`src/rtl/morse_pkg.sv`:
```
// Shared constants and state encoding for the Morse playback block.
//   Scancodes that play as Morse symbols, unit counts per element, and FSM states.
package morse_pkg;

  localparam int unsigned UNITS_W = 2;

  // Keyboard scancodes that play as Morse symbols
  localparam logic [7:0] SC_DOT   = 8'h49;
  localparam logic [7:0] SC_DASH  = 8'h4E;
  localparam logic [7:0] SC_SPACE = 8'h29;

  // Length of each element in Morse time units
  localparam logic [UNITS_W-1:0] DOT_UNITS         = UNITS_W'(1);
  localparam logic [UNITS_W-1:0] DASH_UNITS        = UNITS_W'(3);
  localparam logic [UNITS_W-1:0] SPACE_EXTRA_UNITS = UNITS_W'(2);
  localparam logic [UNITS_W-1:0] GAP_UNITS         = UNITS_W'(1);

  typedef enum logic [2:0] {
    ST_IDLE,
    ST_FETCH,
    ST_WAIT_RD,
    ST_DECODE,
    ST_ON,
    ST_GAP,
    ST_NEXT,
    ST_DONE
  } state_t;

endpackage

```
`src/rtl/morse_unit_timer.sv`:
```
// Times an element of load_units Morse units, each UNIT_CYCLES clocks long.
//   clock, resetn : clock and asynchronous active-low reset
//   clear         : restart timing on the next edge and latch load_units
//   load_units    : element length in units (1..3)
//   expired       : high during the final cycle of the element (registered)
module morse_unit_timer
  import morse_pkg::*;
#(
  parameter int unsigned UNIT_CYCLES = 25_000_000
) (
  input  logic               clock,
  input  logic               resetn,
  input  logic               clear,
  input  logic [UNITS_W-1:0] load_units,
  output logic               expired
);

  localparam int unsigned CYC_W = $clog2(UNIT_CYCLES);
  localparam logic [CYC_W-1:0] CYC_LAST = CYC_W'(UNIT_CYCLES - 1);

  logic [CYC_W-1:0]   cyc_q, cyc_n;
  logic [UNITS_W-1:0] unit_q, unit_n;
  logic [UNITS_W-1:0] units_q;

  // Free-running cycle counter; unit counter advances on each wrap
  always_comb begin
    cyc_n  = cyc_q + CYC_W'(1);
    unit_n = unit_q;
    if (cyc_q == CYC_LAST) begin
      cyc_n  = '0;
      unit_n = unit_q + UNITS_W'(1);
    end
  end

  // expired is predicted one cycle ahead so it can be registered without lag
  always_ff @(posedge clock or negedge resetn) begin
    if (!resetn) begin
      cyc_q   <= '0;
      unit_q  <= '0;
      units_q <= '0;
      expired <= 1'b0;
    end else if (clear) begin
      cyc_q   <= '0;
      unit_q  <= '0;
      units_q <= load_units;
      expired <= 1'b0;
    end else begin
      cyc_q   <= cyc_n;
      unit_q  <= unit_n;
      expired <= (cyc_n == CYC_LAST) && (unit_n == units_q - UNITS_W'(1));
    end
  end

endmodule

```
`src/rtl/morse_playback.sv`:
```
// Replays stored keyboard scancodes as a timed Morse signal on one LED.
//   clock, resetn : clock and asynchronous active-low reset
//   start         : one-cycle playback request, honoured only when idle
//   msg_len       : number of stored entries (latched at start)
//   rd_addr       : RAM read address
//   rd_data       : RAM data, valid one cycle after rd_addr
//   led           : Morse output, 1 = on
//   busy          : playback in progress
//   done          : one-cycle pulse at the end of playback
module morse_playback
  import morse_pkg::*;
#(
  parameter int unsigned UNIT_CYCLES = 25_000_000,
  parameter int unsigned ADDR_W      = 4
) (
  input  logic              clock,
  input  logic              resetn,
  input  logic              start,
  input  logic [ADDR_W-1:0] msg_len,
  output logic [ADDR_W-1:0] rd_addr,
  input  logic [7:0]        rd_data,
  output logic              led,
  output logic              busy,
  output logic              done
);

  state_t             state_q, state_n;
  logic [ADDR_W-1:0]  index_q;
  logic [ADDR_W-1:0]  len_q;
  logic [7:0]         code_q;
  logic               timer_clear;
  logic [UNITS_W-1:0] timer_load;
  logic               timer_expired;
  logic               accept;
  logic               last_entry;

  morse_unit_timer #(
    .UNIT_CYCLES(UNIT_CYCLES)
  ) u_timer (
    .clock     (clock),
    .resetn    (resetn),
    .clear     (timer_clear),
    .load_units(timer_load),
    .expired   (timer_expired)
  );

  assign accept     = (state_q == ST_IDLE) && start && (msg_len != '0);
  assign last_entry = (index_q == len_q - ADDR_W'(1));

  // Next-state logic; the timer is cleared on the edge that enters ON or GAP
  always_comb begin
    state_n     = state_q;
    timer_clear = 1'b0;
    timer_load  = GAP_UNITS;
    unique case (state_q)
      ST_IDLE: begin
        if (start) state_n = (msg_len == '0) ? ST_DONE : ST_FETCH;
      end
      ST_FETCH:   state_n = ST_WAIT_RD;
      ST_WAIT_RD: state_n = ST_DECODE;
      ST_DECODE: begin
        case (code_q)
          SC_DOT: begin
            state_n     = ST_ON;
            timer_clear = 1'b1;
            timer_load  = DOT_UNITS;
          end
          SC_DASH: begin
            state_n     = ST_ON;
            timer_clear = 1'b1;
            timer_load  = DASH_UNITS;
          end
          SC_SPACE: begin
            // Letter gap: these units plus the preceding element's trailing gap
            state_n     = ST_GAP;
            timer_clear = 1'b1;
            timer_load  = SPACE_EXTRA_UNITS;
          end
          default: state_n = ST_NEXT;
        endcase
      end
      ST_ON: begin
        if (timer_expired) begin
          state_n     = ST_GAP;
          timer_clear = 1'b1;
          timer_load  = GAP_UNITS;
        end
      end
      ST_GAP: begin
        if (timer_expired) state_n = ST_NEXT;
      end
      ST_NEXT: state_n = last_entry ? ST_DONE : ST_FETCH;
      ST_DONE: state_n = ST_IDLE;
      default: state_n = ST_IDLE;
    endcase
  end

  // State, datapath and registered outputs (outputs decoded from next state)
  always_ff @(posedge clock or negedge resetn) begin
    if (!resetn) begin
      state_q <= ST_IDLE;
      index_q <= '0;
      len_q   <= '0;
      code_q  <= '0;
      rd_addr <= '0;
      led     <= 1'b0;
      busy    <= 1'b0;
      done    <= 1'b0;
    end else begin
      state_q <= state_n;
      if (accept) begin
        index_q <= '0;
        len_q   <= msg_len;
        rd_addr <= '0;
      end
      if (state_q == ST_WAIT_RD) code_q <= rd_data;
      if ((state_q == ST_NEXT) && !last_entry) begin
        index_q <= index_q + ADDR_W'(1);
        rd_addr <= index_q + ADDR_W'(1);
      end
      // Park the read address at 0 between runs
      if (state_n == ST_DONE) rd_addr <= '0;
      led  <= (state_n == ST_ON);
      busy <= (state_n != ST_IDLE) && (state_n != ST_DONE);
      done <= (state_n == ST_DONE);
    end
  end

endmodule

```
`config.mk`:
```
export PLATFORM = sky130hd
export DESIGN_NAME = morse_playback
export DESIGN_NICKNAME = d
export VERILOG_FILES = /design/src/rtl/morse_pkg.sv /design/src/rtl/morse_unit_timer.sv /design/src/rtl/morse_playback.sv
export SDC_FILE = /design/constraint.sdc
export NUM_CORES = 1
export LEC_CHECK = 0
export CORE_MARGIN = 2
export CORE_UTILIZATION = 45
export CTS_BUF_LIST = sky130_fd_sc_hd__clkbuf_16
export DETAILED_ROUTE_END_ITERATION = 7
export PLACE_DENSITY = 0.63
export SKIP_LAST_GASP = 1
export SYNTH_ARGS = -nofsm -noshare
export SYNTH_HDL_FRONTEND = slang
export SYNTH_SLANG_ARGS = --single-unit
```
`constraint.sdc`:
```
create_clock -name clock -period 3.8 [get_ports clock]
set_input_delay 0.76 -clock clock [delete_from_list [all_inputs] [get_ports clock]]
set_output_delay 0.76 -clock clock [all_outputs]
set_load 0.02 [all_outputs]
```
==> results.ini <==
[yosys]
synth_top_area_cell = dfrtp_1
ys_top_cells_by_area = dfrtp_1 47%, xor2_1 6.2%, nor2_1 5.8%, xnor2_1 5.0%, nand2_1 3.3%
synthesis.nets = 323
netlist_area_um2 = 2970
synth_cell_types = 54
avgSynthCellArea_um2 = 9.75
ys_seq_area_frac = 0.471
synth_warnings = 0
syn_inst = 305
async_flop_share = 1.00
ys.flop_type = dfrtp_1
ys_ff_latch = 56
synth_edf_count = 0
yosysTopAreaCellShare = 0.471

[pwr]
power.leakage_nw = 1.53
p_per_area_nw_per_um2 = 663
ir_drop_v = 0.000401
total_power_mw = 2.29

[cts]
cts_htree_levels = 2
hold_buffers = 0
cts_root_buffer = clkbuf_16
post_cts_resized = 0
cts_made_buffers = 5
clkSlewWorstSetupHoldPaths_ns = 0.07
numClockSinks = 56
clk_latency_ns = 0.29
cts_setup_buffers = 0
clockBufferDepth = 2
cts_tree = done

[sta]
setup_viol = 0
fin_crit_ns = 2.50
relSlewSlack = 0.263
max_freq_ghz = 0.399
fin_worst_skew_ns = 0.00784
finalSetupTns_ns = 0
worst_slew_pin_slew_ns = 1.10
slew_violations = 0
rsz0062_at_grt = false
hold_violations = 0
fin_crit_sh = 0.659

[setup_path]
rrSetupSlack_ns = 1.30
cp.buffers_inverters = 0
critical_path_peak_fanout = 25
cpPeakStageDelay_ns = 0.59
worstSetupPathType = reg -> reg
rr_worst_depth = 7
r2r_start = u_timer.cyc_q[0]$_DFF_PN0_
crit_family = simple AND/OR/NAND/NOR gates
crit_slowest_cell = or4b_1
worstPathCellList = ha_1 -> and4_1 -> and2_1 -> nand3_1 -> nand2b_4 -> or4b_1 -> nor4b_2
r2r-end = u_timer.expired$_DFF_PN0_
cp_data_arrival_time_ns = 2.70
crit_required_ns = 4.00
end_kind = flop
crit_path_start_kind = flop

[status]
status = completed

[floorplan]
io_pins = 22
dieArea_um2 = 7280
die_w_um = 85.3
initial_core_util = 0.466
core_area_um2 = 6390
num_rows = 29
die_y_um = 85.3

[cells_and_area]
most-common-layout-cells = 56 x dfrtp_1, 46 x nor2_1, 26 x nand2_1, 21 x xor2_1, 20 x clkdlybuf4s50_1
layout_commonest_cell = dfrtp_1
drive_gt1_frac = 0.0769
fin_nets = 342
register_area_um2 = 1400
diodes = 0
fillCellCount = 581
multi_input_area_um2 = 1480
syn_to_final_growth_pct = 16.0

[place]
gp_congestion = 0.790
portBuffers = 21
dp_hpwl_um = 3970

[detailed_routing]
routedWlPerCell_um = 13.8
wl_um = 5540
drtAntennaViolNets = 0
drt_iter0_markers = 99
viasPerCell = 5.36
vias = 2153
drc = 0
dr.pass1.iters = 4

[grt]
overflow = 0
grt_pass1_wl_um = 9800
grt_max_degree = 35
antenna_found_initial = 0
grt_util_all_layers = 0.167
grt_pass1_vias = 2094

[hold_path]
hold_path_class = in -> async

[run]
maxCapViolations = 0

[metal layers]
metal,routed length [um],share of wire,global-route usage,up-vias
met5,0,0,0,-
met4,68,0.012,0.0592,0
met3,149,0.027,0.0321,6
met2,2440,0.44,0.255,33
met1,2880,0.52,0.238,1015
li1,-,-,-,1099
[synth_stat cells (4+ instances only)]
library cell,count
nor2_1,46
and2_1,5
nor4_1,5
a21o_1,5
clkbuf_1,5
dfrtp_1,56
and3_1,4
nand3_1,14
nor3_1,5
inv_1,10
o21ai_0,7
nand4_1,9
xor2_1,21
a21oi_1,8
mux2_2,7
nand2_1,26
xnor2_1,17
[worst max-delay path by stage]
stage	to	depth (start not counted)	startpoint
global placement	rd_addr[3]$_DFFE_PN0P_	8	start
detailed placement	rd_addr[0]$_DFFE_PN0P_	8	start
CTS	u_timer.expired$_DFF_PN0_	7	u_timer.cyc_q[0]$_DFF_PN0_
finish	u_timer.expired$_DFF_PN0_	7	u_timer.cyc_q[0]$_DFF_PN0_
floorplan	u_timer.expired$_DFF_PN0_	9	u_timer.cyc_q[0]$_DFF_PN0_
global route	busy$_DFF_PN0_	8	start
[registers in the layout (all words and copies together), names as in the netlist]
signal	count
index_q	4
rd_addr	4
len_q	4
u_timer.unit_q	2
u_timer.cyc_q	25
u_timer.expired	1
led	1
busy	1
done	1
u_timer.units_q	2
state_q	3
code_q	8
[cell families (layout without fill, tap and decap cells)]
family	count (synthesis)	count (layout)	synth area share
simple gates	140	140	0.246
buf+inv	21	41	0.0316
flops	56	56	0.471
mux	8	8	0.0299
fa+ha+maj	3	3	0.0126
xor+xnor	39	39	0.119
compound gates	38	38	0.0892
[final cells by class]
type / instances / share of cell area
Multi-Input combinational cell: 228 / 0.429
Inverter: 10 / 0.0109
Clock buffer: 5 / 0.0363
Timing Repair Buffer: 23 / 0.0638
Clock inverter: 3 / 0.0261
Tap cell: 77 / 0.0279
Sequential cell: 56 / 0.406
[metrics by stage]
step / area (um^2) / hold WS (ns) / instances / setup WS (ns) / utilization
floorplan: 2970 / 0.464 / 305 / 1.42 / -
global placement: 3230 / 0.498 / 394 / 1.19 / 0.506
detailed placement: 3230 / 0.500 / 394 / 1.01 / 0.506
CTS: 3450 / 0.441 / 402 / 1.26 / 0.540
global route: 3450 / 0.470 / 402 / 0.993 / 0.540
finish: 3450 / 0.424 / 402 / 1.30 / 0.540
[report_power, final]
| part | leakage, nW | internal (mW) | total [mW] | switching, mW |
|---|---|---|---|---|
| clock | 0.104 | 0.444 | 0.651 | 0.207 |
| sequential | 0.729 | 0.760 | 0.938 | 0.178 |
| combinational | 0.700 | 0.350 | 0.700 | 0.350 |
| total | 1.53 | 1.55 | 2.29 | 0.734 |
Note: power is estimated with default switching activity, not from simulation.
